### src/rtl/lmul_arbiter.sv
// Round-robin front end sharing one BF16 multiplier among N_REQ lanes.
// An in-order tag FIFO steers each multiplier result back to its issuer.
module lmul_arbiter #(
    parameter int N_REQ     = 4,
    parameter int BITW      = 16,
    parameter int TAG_DEPTH = 4,
    parameter int TAG_W     = 2
) (
    input  logic                      clk,
    input  logic                      rstn,
    input  logic [N_REQ-1:0]          req_valid,
    output logic [N_REQ-1:0]          req_ready,
    input  logic [N_REQ*BITW-1:0]     req_a,
    input  logic [N_REQ*BITW-1:0]     req_b,
    output logic [N_REQ-1:0]          rsp_valid,
    input  logic [N_REQ-1:0]          rsp_ready,
    output logic [BITW-1:0]           rsp_p,
    output logic                      m_i_valid,
    input  logic                      m_i_ready,
    output logic [BITW-1:0]           m_i_a,
    output logic [BITW-1:0]           m_i_b,
    input  logic                      m_o_valid,
    output logic                      m_o_ready,
    input  logic [BITW-1:0]           m_o_p,
    output logic [$clog2(TAG_DEPTH):0] inflight
);

    localparam int PW = $clog2(TAG_DEPTH);
    localparam int CW = PW + 1;

    logic [TAG_W-1:0] rr_ptr;
    logic [TAG_W-1:0] tags [TAG_DEPTH];
    logic [PW-1:0]    wr_ptr;
    logic [PW-1:0]    rd_ptr;
    logic [CW-1:0]    count;

    logic [TAG_W-1:0] gnt;
    logic             gnt_any;
    logic [TAG_W:0]   idx;
    logic [TAG_W-1:0] head;
    logic [TAG_W-1:0] nxt_rr;
    logic             full;
    logic             empty;
    logic             issue;
    logic             push;
    logic             pop;

    // Descending scan so the lowest offset from rr_ptr wins.
    always_comb begin
        gnt_any = 1'b0;
        gnt     = '0;
        idx     = '0;
        for (int k = N_REQ - 1; k >= 0; k--) begin
            idx = {1'b0, rr_ptr} + (TAG_W+1)'(k);
            if (idx >= (TAG_W+1)'(N_REQ))
                idx = idx - (TAG_W+1)'(N_REQ);
            if (req_valid[idx[TAG_W-1:0]]) begin
                gnt_any = 1'b1;
                gnt     = idx[TAG_W-1:0];
            end
        end
    end

    assign full  = (count == CW'(TAG_DEPTH));
    assign empty = (count == '0);
    assign issue = rstn & gnt_any & ~full;
    assign head  = tags[rd_ptr];

    assign m_i_valid = issue;
    assign m_i_a     = req_a[gnt*BITW +: BITW];
    assign m_i_b     = req_b[gnt*BITW +: BITW];
    assign req_ready = (issue & m_i_ready) ? (N_REQ'(1) << gnt) : '0;

    assign rsp_valid = (~empty & m_o_valid) ? (N_REQ'(1) << head) : '0;
    assign rsp_p     = m_o_p;
    assign m_o_ready = ~empty & rsp_ready[head];
    assign inflight  = count;

    assign push   = m_i_valid & m_i_ready;
    assign pop    = m_o_valid & m_o_ready;
    assign nxt_rr = (gnt == TAG_W'(N_REQ - 1)) ? '0 : gnt + TAG_W'(1);

    always_ff @(posedge clk or negedge rstn) begin
        if (!rstn) begin
            rr_ptr <= '0;
            wr_ptr <= '0;
            rd_ptr <= '0;
            count  <= '0;
            tags   <= '{default: '0};
        end else begin
            if (push) begin
                tags[wr_ptr] <= gnt;
                wr_ptr       <= wr_ptr + PW'(1);
                rr_ptr       <= nxt_rr;
            end
            if (pop)
                rd_ptr <= rd_ptr + PW'(1);
            if (push && !pop)
                count <= count + CW'(1);
            else if (pop && !push)
                count <= count - CW'(1);
        end
    end

endmodule

### config.mk
export PLATFORM = sky130hd
export DESIGN_NAME = lmul_arbiter
export DESIGN_NICKNAME = d
export VERILOG_FILES = /design/src/rtl/lmul_arbiter.sv
export SDC_FILE = /design/constraint.sdc
export NUM_CORES = 1
export LEC_CHECK = 0
export CAP_MARGIN = 10
export CORE_MARGIN = 3
export CORE_UTILIZATION = 28
export DETAILED_ROUTE_END_ITERATION = 10
export GPL_TIMING_DRIVEN = 0
export PLACE_DENSITY = 0.79
export RECOVER_POWER = 50
export SLEW_MARGIN = 0
export SYNTH_ARGS = -nofsm -noshare
export SYNTH_HDL_FRONTEND = slang
export SYNTH_SLANG_ARGS = --single-unit
export TNS_END_PERCENT = 30
### constraint.sdc
create_clock -name clk -period 2.9 [get_ports clk]
set_input_delay 0.435 -clock clk [delete_from_list [all_inputs] [get_ports clk]]
set_output_delay 0.435 -clock clk [all_outputs]
set_load 0.02 [all_outputs]
Word level (Yosys, flattened, before mapping):

Cells that the tools add are included.

* register bits: 17
* bits in latches: 0
* RAM bits: 0
* memory bits (read-only): 0
* memories kept: 0

* add/sub/neg operators: 12
* $mul: 0
* div/mod/pow operators: 0
* magnitude comparators: 12
* equality and inequality tests: 2
* shift-type cells: 4
* muxes and demuxes: 33
* bitwise gates (word level): 10
* reductions and logical operators: 7

Operators by type and width (count)
* variable part select 64 x 7 -> 16 bit: 2
* two-way mux 2 bit: 12
* greater-or-equal comparator 3 bit, second input constant: 5
* < comparator 2 x 3 -> 1 bit, second input constant: 5
* binary-select mux 1 bit (select 2 bit): 5
* two-way mux 1 bit: 9
* bitwise mux 8 bit: 1
* two-way mux 4 bit: 2
* left shift 1 x 2 -> 4 bit, first input constant: 2
* subtractor 2 x 1 -> 2 bit, second input constant: 4
* adder 2 x 1 -> 2 bit, second input constant: 3
* adder 2 x 2 -> 3 bit, second input constant: 2
* AND 1 bit: 6
* two-way mux 3 bit: 2
* inverter 2 -> 3 bit: 2
* binary-select mux 2 bit (select 2 bit): 1
* demux 2 bit (select 2 bit): 1
* adder 2 x 1 -> 3 bit, second input constant: 1
* adder 3 x 1 -> 3 bit, second input constant: 1
* == test 3 bit, second input constant: 1
* greater-or-equal comparator 2 x 3 -> 1 bit, second input constant: 1
* logical AND 1 bit: 3
* zero test 3 bit: 1
* < comparator 3 x 1 -> 1 bit, second input constant: 1
* other kinds (5): 7

Logic depth before layout (Yosys ltp):

Gate-level depths: netlist (run 1).

* depth in word-level cells: 16
* mapped depth: 12
* gate-level depth less buffers: 11

Worst setup path before layout (run 1):

No wires, ideal clock.

* path kind: reg-to-reg
* from: reg rd_ptr[1]
* to: reg count[2], in the netlist inflight[2]
* arrival: 2.617 ns
* required time: 2.820 ns
* path slack: 0.203 ns
* cell stages (with the launch flop): 13
* buffers on the path: 1
* period minus slack after synthesis: 2.697 ns
* cells stage by stage: dfrtp_1 buf_6 mux2i_2 mux2i_4 mux4_2 mux2i_1 or2_1 ha_1 inv_1 fa_1 xor2_1 nor2_1 xor2_1

* cells in the longest elaborated chain, start to end: 11
* elaborated cells between the ends (all ways): 13
* those cells by class: mux (6); bitwise (3); reduce/logical (4)

Ends and longest elaborated chain
* start: declaration: line 34 `logic [PW-1:0] rd_ptr;`
* start signal: assignment: line 97 `rd_ptr <= rd_ptr + PW'(1);`
* inverter 2 -> 3 bit (implied by the code) *: line 67 `assign head = tags[rd_ptr];`
* binary-select mux 2 bit (select 2 bit) *: line 67
* two-way mux 2 bit (implied by the code) * (2 in a row): line 67
* binary-select mux 1 bit (select 2 bit) *: line 76 `assign m_o_ready = ~empty & rsp_ready[head];`
* two-way mux 1 bit (implied by the code) *: line 76
* AND 1 bit *: line 76
* AND 1 bit *: line 80 `assign pop = m_o_valid & m_o_ready;`
* zero test 1 bit: line 98 `if (push && !pop)`
* logical AND 1 bit: line 98
* two-way mux 3 bit / nonzero test 2 bit (equally long branches)
* end signal: assignment: line 99 `count <= count + CW'(1);`
* end signal: assignment: line 101 `count <= count - CW'(1);`
* end: declaration: line 35 `logic [CW-1:0] count;`

Mark *: on every way between the ends. The rest lies on a longest branch, timed or not. The select of a mux whose other input is x is not followed.
A chain may end at the register's enable or synchronous reset.

Worst setup path after layout (run 1):

Ends and elaborated chain as after synthesis.

==> metrics.md, run 1 <==
| Metric | Value |
|---|---|
| Pre-CTS WS | `-0.745 ns` |
| Initial core utilization | `29.2%` |
| Seq/Total Area, Yosys | `18.7%` |
| Post-Synth Adder-Cell Area | `5.81%` |
| Antenna diodes | `0` |
| Htree depth | `1` |
| Worst slew pin tran | `0.420 ns` |
| Pins Over Slew Limit | `0` |
| Status | `finished clean` |
| Synthesized flop and latch total | `17` |
| Gr usage total | `17.1%` |
| Clock Tree Root | `clkbuf_8` |
| RSZ-0062 raised after global routing | `yes` |
| Max clock buf depth | `2` |
| Synth Net Count | `397` |
| WL final | `8520 um` |
| Post-synthesis simple-gate area fraction | `6.86%` |
| TritonCTS Buffers | `3` |
| Placed inst area | `4410 um2` |
| Max Fanout on Critical Path | `4` |
| Yosys warning count | `0` |
| Via count of the routed design | `2,531` |
| Arrival @ worst endpoint | `3.02 ns` |
| Vias in the first global route | `2,564` |
| Mapped cell area | `2280 um2` |
| Yosys cell types | `32` |
| DIE AREA | `9270 um2` |
| Final Net Count | `614` |
| XOR/XNOR Fraction of Synth Area | `1.92%` |
| Final Critical Period | `2.84 ns` |
| CP max-delay cell | `mux4_2` |
| CORE AREA | `7810 um2` |
| Share of layout cells above drive strength 1 | `15.4%` |
| Max-cap violation count | `0` |
| CP cell instances | `buf_6 > mux2i_4 > mux2i_4 > mux4_2 > mux2i_2 > or2_1 > ha_2 > inv_2 > fa_2 > xor2_1 > nor2_1 > xor2_1` |
| Crit start category | `register` |
| Fin. Hold Viols | `0` |
| Post-Route Setup TNS | `0 ns` |
| Worst-path clk slew | `0.06 ns` |
| Area growth syn-to-layout | `100%` |
| Worst-Skew Late Latency | `0.25 ns` |
| WL/cell | `15.5 um` |
| Post-route worst setup slack | `0.0560 ns` |
| Fmax | `0.352 GHz` |
| Number of remaining DRC errors | `0` |
| Min Hold Slack | `0.202 ns` |
| Multiplexer share of the synthesized area | `53.3%` |
| Power per cell area | `728 nW/um2` |
| Io pins | `217` |
| First-pass GRT wire length | `12,300 um` |
| CP Data Required Time | `3.07 ns` |
| Fillers | `722` |
| Mean Syn Cell Area | `9.87 um2` |
| CP peak stage delay | `0.56 ns` |
| GRT overflow | `0` |
| Largest net degree at the start of global routing | `19` |
| Min-delay worst type | `primary input to asynchronous set/reset pin` |
| Routed Antenna Nets | `0` |
| Gpl congestion | `0.810` |
| Worst rel slew slack | `71.6%` |
| Pre-Repair DR Iteration Count | `4` |
| # port buffers | `200` |
| # rows | `32` |
| Final setup vio count | `0` |
| Vias per cell | `4.61` |
| Initial antenna violation count | `0` |
| Final period util | `98.1%` |
| Height of the die | `96.3 um` |
| First DRT Iteration DRCs | `24` |
| Largest family of logic cells by synthesized area | `multiplexers` |
| Max VDD drop | `0.253 mV` |
| CTS tree | `done` |
| Clk_skew | `0.00454 ns` |
| Crit path kind | `register to register` |
| Die W | `96.3 um` |
| Critical Path Sink Type | `register` |
| Design Area, Final | `4570 um2` |
| Lkg Pwr | `2.14 nW` |
| Clk sinks | `17` |
| HPWL after DPL | `7390 um` |
| Complex-gate fraction of the synthesized area | `3.40%` |
| Post-Synthesis Cells | `231` |
-- kinds of logic (layout without fill, tap and decap cells) --
family | Yosys count | in the layout
simple gates | 33 | 33
xor+xnor | 5 | 5
fa+ha+maj | 10 | 10
compound gates | 11 | 11
flops | 17 | 17
mux | 117 | 117
buf+inv | 38 | 254
-- Yosys cell counts --
cell      count  area share (%)
mux2i_2       1            0.60
fa_1          1            0.88
mux2i_1     102              45
buf_6         1            0.49
mux2_2       12             5.9
o21a_1        2            0.66
dfrtp_1      17              19
nor3_1        1            0.22
nand3_1       1            0.22
ha_1          9             4.9
a21oi_1       2            0.44
o41ai_1       1            0.38
mux2i_4       1            0.99
mux4_2        1            0.99
or2_2         1            0.27
or2_1         1            0.27
buf_2        13             2.9
a211oi_1      1            0.33
and2_1        1            0.27
a21boi_0      1            0.33
and2b_2       1            0.38
o32a_1        1            0.44
xor2_1        2            0.77
and3_1        4             1.1
inv_1         7             1.2
buf_4        17             5.6
a311oi_1      1            0.38
o21ai_0       2            0.44
nand2b_1      3            0.82
nor2_1       11             1.8
nand2_1       9             1.5
xnor2_1       3             1.2
-- metal layers --
| layer | global-route usage [%] | wire [um] | vias to the layer above |
|---|---|---|---|
| met5 | 0 | 0 | - |
| met2 | 32.5 | 4840 | 94 |
| met4 | 2.73 | 73 | 0 |
| met1 | 18.6 | 2920 | 1189 |
| met3 | 5.47 | 685 | 7 |
| li1 | - | - | 1241 |
-- power breakdown --
group / total [mW] / switching [mW] / internal, mW / leakage (nW)
clock network: 0.172 / 0.0751 / 0.0974 / 0.0228
registers: 0.456 / 0.0980 / 0.358 / 0.205
logic: 2.70 / 1.31 / 1.39 / 1.91
total: 3.33 / 1.48 / 1.84 / 2.14
-- stage by stage --
stage	power [mW]	util [%]	std cells
finish	3.33	58.6	549
global route	3.59	58.6	549
CTS	3.24	57.5	541
detailed placement	3.13	56.5	533
global placement	3.10	56.5	533
floorplan	2.10	-	231
-- flip-flops by register name, summed over array words and instances (netlist names) --
signal / flops
wr_ptr: 2
tags: 8
inflight: 3
rd_ptr: 2
rr_ptr: 2
-- worst paths after layout --
path / cells past startpoint / from / slack (ns) / endpoint
setup / recovery: 12 / rd_ptr[1]$_DFFE_PN0P_ / 0.06 / inflight[2]$_DFFE_PN0P_
hold / removal: 1 / rstn / 0.20 / rd_ptr[1]$_DFFE_PN0P_
setup reg to reg: 12 / rd_ptr[1]$_DFFE_PN0P_ / 0.06 / inflight[2]$_DFFE_PN0P_
hold reg to reg: 1 / tags[6]$_DFFE_PN0P_ / 0.50 / tags[6]$_DFFE_PN0P_
max in group asynchronous: 1 / rstn / 2.40 / wr_ptr[0]$_DFFE_PN0P_
min in group clk: 1 / tags[6]$_DFFE_PN0P_ / 0.50 / tags[6]$_DFFE_PN0P_
-- worst max-delay path, delay by kind of cell (launching register included) --
kind | cells | cell delay (ns)
buf+inv | 2 | 0.17
simple gates | 2 | 0.26
xor+xnor | 2 | 0.31
mux | 4 | 1.15
flops | 1 | 0.37
fa+ha+maj | 2 | 0.52
-- cell usage in the layout (no fill, tap or decap), types with 4 or more instances in the layout --
| cell | netlist | final |
|---|---|---|
| dlygate4sd2_1 | 0 | 37 |
| nor2_1 | 11 | 11 |
| mux2i_1 | 102 | 101 |
| inv_1 | 7 | 6 |
| mux2_2 | 12 | 12 |
| and3_1 | 4 | 4 |
| clkdlybuf4s50_1 | 0 | 140 |
| nand2_1 | 9 | 9 |
| ha_1 | 9 | 8 |
| buf_4 | 17 | 36 |
| dlygate4sd3_1 | 0 | 18 |
| dfrtp_1 | 17 | 17 |
-- layout make-up --
| class | count | area [um2] | area share [%] |
|---|---|---|---|
| buffer | 31 | 244 | 5.34 |
| clock buffer | 4 | 45.0 | 0.985 |
| inverter | 7 | 26.3 | 0.575 |
| multi-input combinational | 176 | 1650 | 36.1 |
| sequential | 17 | 425 | 9.30 |
| tap | 102 | 128 | 2.79 |
| timing repair buffer | 212 | 2050 | 44.9 |
-- timing repair --
item | CTS | global route
endpoints found under the setup margin | 40 | 31
buffers inserted | 4 | 8
pin swaps | 1 | 5
hold buffers | 0 | 0
resized for setup | 57 | 8
Power figures use the tool's default switching activity.
==> inputs of run 2 (changes only) <==
- CTS_CLUSTER_DIAMETER: unset -> 80
- SKIP_CTS_REPAIR_TIMING: unset -> 1
==> run 2 against run 1 <==
- the flow now finishes with violations (negative setup slack)
- non-clock buffer count fell by 4
- sequential cell count did not move
- clock power barely moved
- critical path type is now primary input to output pin
==> metrics.md, run 2 (synthesis results as in run 1) <==
| Metric | Value |
|---|---|
| Max VDD drop | `0.265 mV (+4.7%)` |
| Worst slew pin tran | `0.419 ns (-0.00176 ns)` |
| RR Endpoint | `inflight[2]$_DFFE_PN0P_` |
| Pre-CTS WS | `-0.745 ns (unchanged)` |
| Post-route worst setup slack | `-0.154 ns (-0.210 ns)` |
| Vias per cell | `4.66 (+1.0%)` |
| Initial antenna violation count | `0 (unchanged)` |
| Number of remaining DRC errors | `0 (unchanged)` |
| Routed Antenna Nets | `0 (unchanged)` |
| Htree depth | `1 (unchanged)` |
| # port buffers | `200 (unchanged)` |
| Antenna diodes | `0 (unchanged)` |
| Max-cap violation count | `0 (unchanged)` |
| Internal | `1.88 mW (+2.1%)` |
| Placed inst area | `4410 um2 (unchanged)` |
| Final period util | `105% (+7.3 points)` |
| HPWL after DPL | `7390 um (unchanged)` |
| Share of layout cells above drive strength 1 | `15.8% (+0.37 points)` |
| Final Net Count | `610 (-0.65%)` |
| Final setup vio count | `3 (+3)` |
| Worst-path clk slew | `0.06 ns (about the same)` |
| Gpl congestion | `0.810 (unchanged)` |
| Status | `finished, violations left` |
| Seq pwr share | `13.6% (about the same)` |
| CP cell instances | `clkdlybuf4s50_1 > nor2_1 > o32a_1 > clkbuf_4 > buf_6 > mux2i_1 > mux2i_1 > clkdlybuf4s50_1` |
| Worst R2R Setup Slack | `-0.08 ns (-0.14 ns)` |
| CTS tree | `done` |
| Lkg Pwr | `2.35 nW (+10%)` |
| Max clock buf depth | `2 (unchanged)` |
| Net Sw Power | `1.47 mW (-1.1%)` |
| Comb power frac | `81.3% (+0.2 points)` |
| Power per cell area | `724 nW/um2 (-0.56%)` |
| Fillers | `706 (-2.2%)` |
| DIE AREA | `9270 um2 (unchanged)` |
| Critical Path Sink Type | `output pin` |
| Crit start category | `primary input` |
| Largest net degree at the start of global routing | `19 (unchanged)` |
| Reg-to-reg critical path startpoint | `rd_ptr[1]$_DFFE_PN0P_` |
| Max Fanout on Critical Path | `10 (+6)` |
| Worst-Skew Late Latency | `0.25 ns (about the same)` |
| Gr usage total | `16.9% (-0.21 points)` |
| Fin. Hold Viols | `0 (unchanged)` |
| # rows | `32 (unchanged)` |
| Design Area, Final | `4630 um2 (+1.2%)` |
| Fin util | `59.3% (+0.71 points)` |
| Reg2Reg Depth | `12 (unchanged)` |
| Largest register FFs | `8 (unchanged)` |
| Vias in the first global route | `2,540 (-0.94%)` |
| Commonest non-fill, non-tap cell in the layout | `clkdlybuf4s50_1` |
| First-pass GRT wire length | `12,200 um (-1.2%)` |
| Largest delay contributor family on the critical path | `buffers and inverters` |
| Initial core utilization | `29.2% (unchanged)` |
| Clk_skew | `0.00561 ns (+0.00107 ns)` |
| CP Data Required Time | `2.47 ns (-0.60 ns)` |
| WL/cell | `15.7 um (+1.3%)` |
| Io pins | `217 (unchanged)` |
| CP peak stage delay | `0.63 ns (+0.07 ns)` |
| Crit path kind | `primary input to output pin` |
| Switch share | `43.8% (-0.79 points)` |
| Failing checks | `negative setup slack` |
| Arrival @ worst endpoint | `2.62 ns (-0.40 ns)` |
| TritonCTS Buffers | `3 (unchanged)` |
| Area growth syn-to-layout | `103%` |
| Clk pwr share | `5.1% (about the same)` |
| CORE AREA | `7810 um2 (unchanged)` |
| RSZ-0062 raised after global routing | `yes` |
| CP max-delay cell | `clkdlybuf4s50_1` |
| Most flops, register | `tags` |
| Clk sinks | `17 (unchanged)` |
| Via count of the routed design | `2,538 (+0.28%)` |
| Commonest cells after routing, fill and taps aside | `clkdlybuf4s50_1 (143), mux2i_1 (102), dlymetal6s2s_1 (31)` |
| Height of the die | `96.3 um (unchanged)` |
| GRT overflow | `0 (unchanged)` |
| WL final | `8570 um (+0.55%)` |
| Pre-Repair DR Iteration Count | `4 (unchanged)` |
| Clock Tree Root | `clkbuf_8` |
| Worst rel slew slack | `71.7% (+0.12 points)` |
| Pins Over Slew Limit | `0 (unchanged)` |
| Final Critical Period | `3.05 ns (+0.210 ns)` |
| Min-delay worst type | `primary input to asynchronous set/reset pin` |
| Crit path buf inv count | `4 (+2)` |
| First DRT Iteration DRCs | `38 (+58%)` |
| Fmax | `0.327 GHz (-6.9%)` |
| Die W | `96.3 um (unchanged)` |
run 2: cell types whose count changed in the layout (fill, tap and decap cells not counted), sizes merged:
| cell | delta |
|---|---|
| dlymetal6s2s | +28 |
| clkdlybuf4s15 | -2 |
| clkbuf | +12 |
| clkdlybuf4s50 | +3 |
| dlygate4sd3 | +1 |
| dlygate4sd2 | -37 |
| buf | -9 |
run 2: area by class of cell:
class	instances	area [um2]	area share [%]
repair buffers	208	2100	45.5
inverters	7	26.3	0.568
multi-input cells	176	1650	35.6
well taps	102	128	2.76
plain buffers	31	250	5.41
clock buffers	4	45.0	0.973
flip-flops and latches	17	425	9.19
run 2: worst max-delay path by stage:
stage                           from                       to  slack (ns)  cells past startpoint
2_1_floorplan  rd_ptr[1]$_DFFE_PN0P_  inflight[2]$_DFFE_PN0P_        0.20                     12
3_3_place_gp                    rstn  inflight[2]$_DFFE_PN0P_       -0.71                     11
3_5_place_dp                    rstn  inflight[2]$_DFFE_PN0P_       -0.74                     11
4_1_cts                 req_valid[3]             req_ready[3]       -0.65                      8
5_1_grt                 req_valid[0]                m_i_b[13]       -0.27                      8
6_report                req_valid[0]                m_i_b[13]       -0.15                      8
run 2: power by group through the flow:
stage          registers [mW]  clock network (mW)  logic [mW]
2_1_floorplan           0.460                   0        1.64
3_3_place_gp            0.451                   0        2.65
3_5_place_dp            0.458                   0        2.68
4_1_cts                 0.454               0.178        2.69
5_1_grt                 0.474               0.188        2.95
6_report                0.456               0.171        2.72
run 2: per-stage QoR:
step                      hold slack (ns)  cells  total power, mW  TNS [ns]
after global routing                0.136    545             3.61    -0.552
after detailed placement            0.489    533             3.13    -16.90
after CTS                           0.503    537             3.32    -16.03
after floorplan                     0.139    231             2.10         0
final                               0.102    545             3.35    -0.251
after global placement              0.485    533             3.10    -15.63
run 2: layer usage:
metal  vias up  global-route usage (%)  wire length (um)
met1      1188                    18.1              2910
li1       1235                       -                 -
met2       104                    31.9              4860
met5         -                       0                 0
met4         0                    2.84                91
met3        11                    5.94               703
==> RTL edit 1: new RTL, flow settings as in run 2 <==
Reset style: synchronous (`rstn`), changed in one clocked block.
--- a/src/rtl/lmul_arbiter.sv
+++ b/src/rtl/lmul_arbiter.sv
@@ -82,3 +82,3 @@
 
-    always_ff @(posedge clk or negedge rstn) begin
+    always_ff @(posedge clk) begin
         if (!rstn) begin
Check against the original RTL: differs if rstn is asserted again (counterexample within 4 cycles, from zero or initial values and one cycle with rstn low); with rstn held inactive, the same outputs for 4 cycles.
==> RTL edit 1 against run 2 <==
Via count rose by 0.71%. Area after synthesis decreased by 0.71%. Sequential cell count stayed put. Routed wire length fell by 4.2%. Design area down 0.84%. Critical path depth did not move. Setup slack improved by 0.29 ns. Largest cell class unchanged.
Power is not compared: it rests on default switching activity, and its combinational part moved more than twofold at a synthesized area within 25%.
==> RTL edit 1: results (changes against run 2) <==
- The run finished with clean final reports.
- The worst hold slack was 0.458 ns (+0.356 ns).
- Biggest area contributors in the synthesized netlist: sky130_fd_sc_hd__mux2i_1 (46%), sky130_fd_sc_hd__dfxtp_1 (15%), sky130_fd_sc_hd__buf_4 (7.6%)
* Biggest cell delay along the critical path: 0.47 ns (-0.16 ns)
* # placed instances: 543 (+1.9%)
- Register-to-register setup slack: 0.20 ns (+0.28 ns)
* Fraction of the core area covered by cells at the end of the flow: 58.8% (-0.50 points)
- The global-route wire length before repair is 12,200 um (-0.23%).
* Global-route track usage on met2: 31.1% (-0.82 points)
- The cell area after placement came to 0.00439 mm^2 (-0.37%).
- CP endpoint: m_i_a[2]
- Most used standard cells in the synthesized netlist: sky130_fd_sc_hd__mux2i_1 (105), sky130_fd_sc_hd__buf_4 (23), sky130_fd_sc_hd__dfxtp_1 (17)
* Synthesized-area fraction occupied by adder cells: 5.86% (+0.042 points)
- The number of multi-input combinational cells is 183 (+4.0%).
- The number of non-clock inverters came to 10 (+3).
* Launching point of the worst reg2reg path: rd_ptr[1]
* Share of the synthesized area in compound gates (AO/OA/AOI/OAI): 5.97% (+2.6 points)
* Transition time at the pin with the least slew margin: 0.380 ns (-0.0387 ns)
* Pin count of the biggest net entering global routing: 12 (-7)
- The part of the Yosys area used for sequential elements came to 15.0% (-3.6 points).
* Yosys cell types: 38 (+19%)
- Fraction of layout cells with a size suffix above 1: 10.6% (-5.2 points)
* Vias in the first global route: 2,590 (+2.0%)
- The largest clock skew in the final design is 0.00109 ns (-0.00453 ns).
- Endpoint of the worst-slack reg-to-reg timing path: inflight[2]
- The number of cells produced by synthesis was 241 (+4.3%).
* Data arrival at the endpoint of the critical path: 2.33 ns (-0.29 ns)
* Non-clock buffer count: 231 (-3.3%)
- The initial detailed-routing violation count was 60 (+58%).
* Final clock-cell share: 0.982% (+0.0082 points)
- Net Count, Synth: 407 (+2.5%)
- Sequential share of cell area: 7.44% (-1.7 points)
- The all-layer global routing usage is 16.6% (-0.25 points).
- The cell depth of the worst flop-to-flop path is 10 (-2).
* Ys async rst share: 0% (-100 points)
- The met3 usage came to 6.72% (+0.78 points).
* Timing-limited maximum frequency: 362 MHz (+11%)
[RTL edit 1: cell types whose count changed in the layout (fill, tap and decap cells not counted), moves of 5 or more]
cell and change:
sky130_fd_sc_hd__buf_4 -9, sky130_fd_sc_hd__and2_1 +5, sky130_fd_sc_hd__mux2_2 -12, sky130_fd_sc_hd__dlygate4sd3_1 +5, sky130_fd_sc_hd__dlymetal6s2s_1 +6, sky130_fd_sc_hd__clkbuf_2 -5, sky130_fd_sc_hd__dfxtp_1 +16, sky130_fd_sc_hd__nor2_1 -7
sky130_fd_sc_hd__clkdlybuf4s50_1 -6, sky130_fd_sc_hd__nor2b_1 +8, sky130_fd_sc_hd__dfrtp_1 -17
[RTL edit 1: power by group]
part	switching (mW)	internal (mW)	leakage, nW	total (mW)
combinational	0.513	0.632	2.04	1.15
clock	0.0738	0.0973	0.0228	0.171
sequential	0.0420	0.266	0.139	0.308
[RTL edit 1: routing by layer]
layer,part of all wire [%],wire length [um]
met3,11,882
met5,0,0
met2,53,4390
met4,2.3,191
met1,33,2750
==> RTL edit 2: new RTL, flow settings as in run 2 <==
Without the edit above. `N_REQ`: 4 -> 2.
--- a/src/rtl/lmul_arbiter.sv
+++ b/src/rtl/lmul_arbiter.sv
@@ -3,3 +3,3 @@
 module lmul_arbiter #(
-    parameter int N_REQ     = 4,
+    parameter int N_REQ     = 2,
     parameter int BITW      = 16,
Interface: changed (6 resized); port bits go from 217 to 145. No check against the original RTL was run, so the function may have changed too.
==> RTL edit 2 against run 2 <==
Sequential cell count stayed put. Sequential power is 11% lower. Setup slack better by 0.25 ns. First-iteration DRC count is 39% lower. Routed wire length is 41% lower. Clock power is 4% higher. Count of clock-buffer cells in the layout stayed put. Combinational power is 64% lower. Total power is 53% lower. Design area is 38% lower. Area after synthesis is 39% lower. Via count is 38% lower. Critical path type unchanged. Largest power group unchanged.
==> RTL edit 2: results (changes against run 2) <==
- Global-route wire length before repair: 7710 um (-37%)
* Share of the synthesized area in compound gates (AO/OA/AOI/OAI): 22.2% (+19 points)
- Yosys cell types: 31 (-3.1%)
- Net Count, Synth: 237 (-40%)
- Result of the run: finished, final reports clean
- Launching point of the worst reg2reg path: rd_ptr[1]
- The cell leakage power came to 1.41 nW (-40%).
- Worst clock skew: 0.00230 ns (-0.00331 ns)
* Data arrival at the endpoint of the critical path: 2.37 ns (-0.25 ns)
* Number of vias after detailed routing: 1,569 (-38%)
* Post-synthesis mux area share: 13.7% (-40 points)
- By count the netlist is led by sky130_fd_sc_hd__a22o_1 (28), sky130_fd_sc_hd__buf_4 (19), sky130_fd_sc_hd__dfrtp_1 (17).
* Syn Inst Count: 143 (-38%)
- NumNets Final: 373 (-39%)
* Placed wire-length estimate after detailed placement: 4230 um (-43%)
- Placer Congestion: 0.815 (+0.62%)
* Fraction of layout cells with a size suffix above 1: 15.1% (-0.69 points)
- The average wire length per cell after detail routing was 14.7 um (-6.4%).
* Cell area after placement: 0.00276 mm^2 (-37%)
* Biggest area contributors in the synthesized netlist: sky130_fd_sc_hd__dfrtp_1 (31%), sky130_fd_sc_hd__a22o_1 (18%), sky130_fd_sc_hd__buf_4 (10%)
- Vias in the first global route: 1,514 (-40%)
* # placed instances: 338 (-37%)
- The all-layer global routing usage was 16.2% (-0.74 points).
- The count of buffers from port buffering was 128 (-36%).
* Xor/xnor share of the synthesized area: 3.14% (+1.2 points)
- Synthesized-area fraction occupied by adder cells: 5.92% (+0.11 points)
* Via-to-Cell Ratio: 4.55 (-2.3%)
* Transition time at the pin with the least slew margin: 0.448 ns (+0.0293 ns)
* Starting DRC count in detailed routing: 23 (-39%)
- The worst supply voltage drop on vdd came to 0.460 mV (+74%).
[RTL edit 2: layout make-up]
class / instances / area, um^2
buffer: 23 / 166
clock buffer: 4 / 45.0
fill: 416 / 1900
inverter: 5 / 20.0
multi-input combinational: 98 / 778
sequential: 17 / 425
tap: 67 / 83.8
timing repair buffer: 131 / 1340
[RTL edit 2: worst paths after layout]
kind / to / slack (ns) / depth (start not counted)
max: m_i_a[3] / 0.1 / 7
min: inflight[0] / 0.12 / 1
max reg2reg: inflight[2] / 0.51 / 10
min reg2reg: rr_ptr[1] / 0.48 / 1
max in group asynchronous: tags[2] / 2.48 / 1
min in group clk: rr_ptr[1] / 0.48 / 1
[RTL edit 2: per-stage QoR]
| step | total power [mW] | setup slack (ns) |
|---|---|---|
| after global placement | 1.39 | -0.348 |
| after CTS | 1.60 | -0.356 |
| final | 1.56 | 0.0991 |
| after global routing | 1.66 | 0.00632 |
| after detailed placement | 1.42 | -0.378 |
| after floorplan | 0.977 | 0.698 |
[RTL edit 2: metal layers]
metal	part of all wire (%)	track usage [%]
met1	41	19.3
met5	0	0
met2	52	29.8
met3	5.3	2.48
met4	1.3	4.35
[RTL edit 2: critical path, cell delays in order]
cell and delay [ns]:
sky130_fd_sc_hd__clkdlybuf4s50_1 0.44, sky130_fd_sc_hd__nand2b_1 0.10, sky130_fd_sc_hd__and2_1 0.22, sky130_fd_sc_hd__buf_4 0.21, sky130_fd_sc_hd__clkbuf_4 0.22, sky130_fd_sc_hd__a22o_1 0.15, sky130_fd_sc_hd__clkdlybuf4s50_1 0.59
[RTL edit 2: logic make-up (layout without fill, tap and decap cells)]
logic type | Yosys count | in the layout
buffers and inverters | 28 | 163
AOI/OAI and AO/OA | 39 | 39
DFF | 17 | 17
and+or+nand+nor | 32 | 32
adders and majority gates | 6 | 6
xor gates and xnor gates | 5 | 5
muxes | 16 | 16
[RTL edit 2: power by group]
| part | total (mW) | internal, mW | switching [mW] |
|---|---|---|---|
| Clock | 0.178 | 0.0975 | 0.0801 |
| Sequential | 0.404 | 0.322 | 0.0826 |
| Combinational | 0.981 | 0.528 | 0.453 |
| Total | 1.56 | 0.947 | 0.615 |
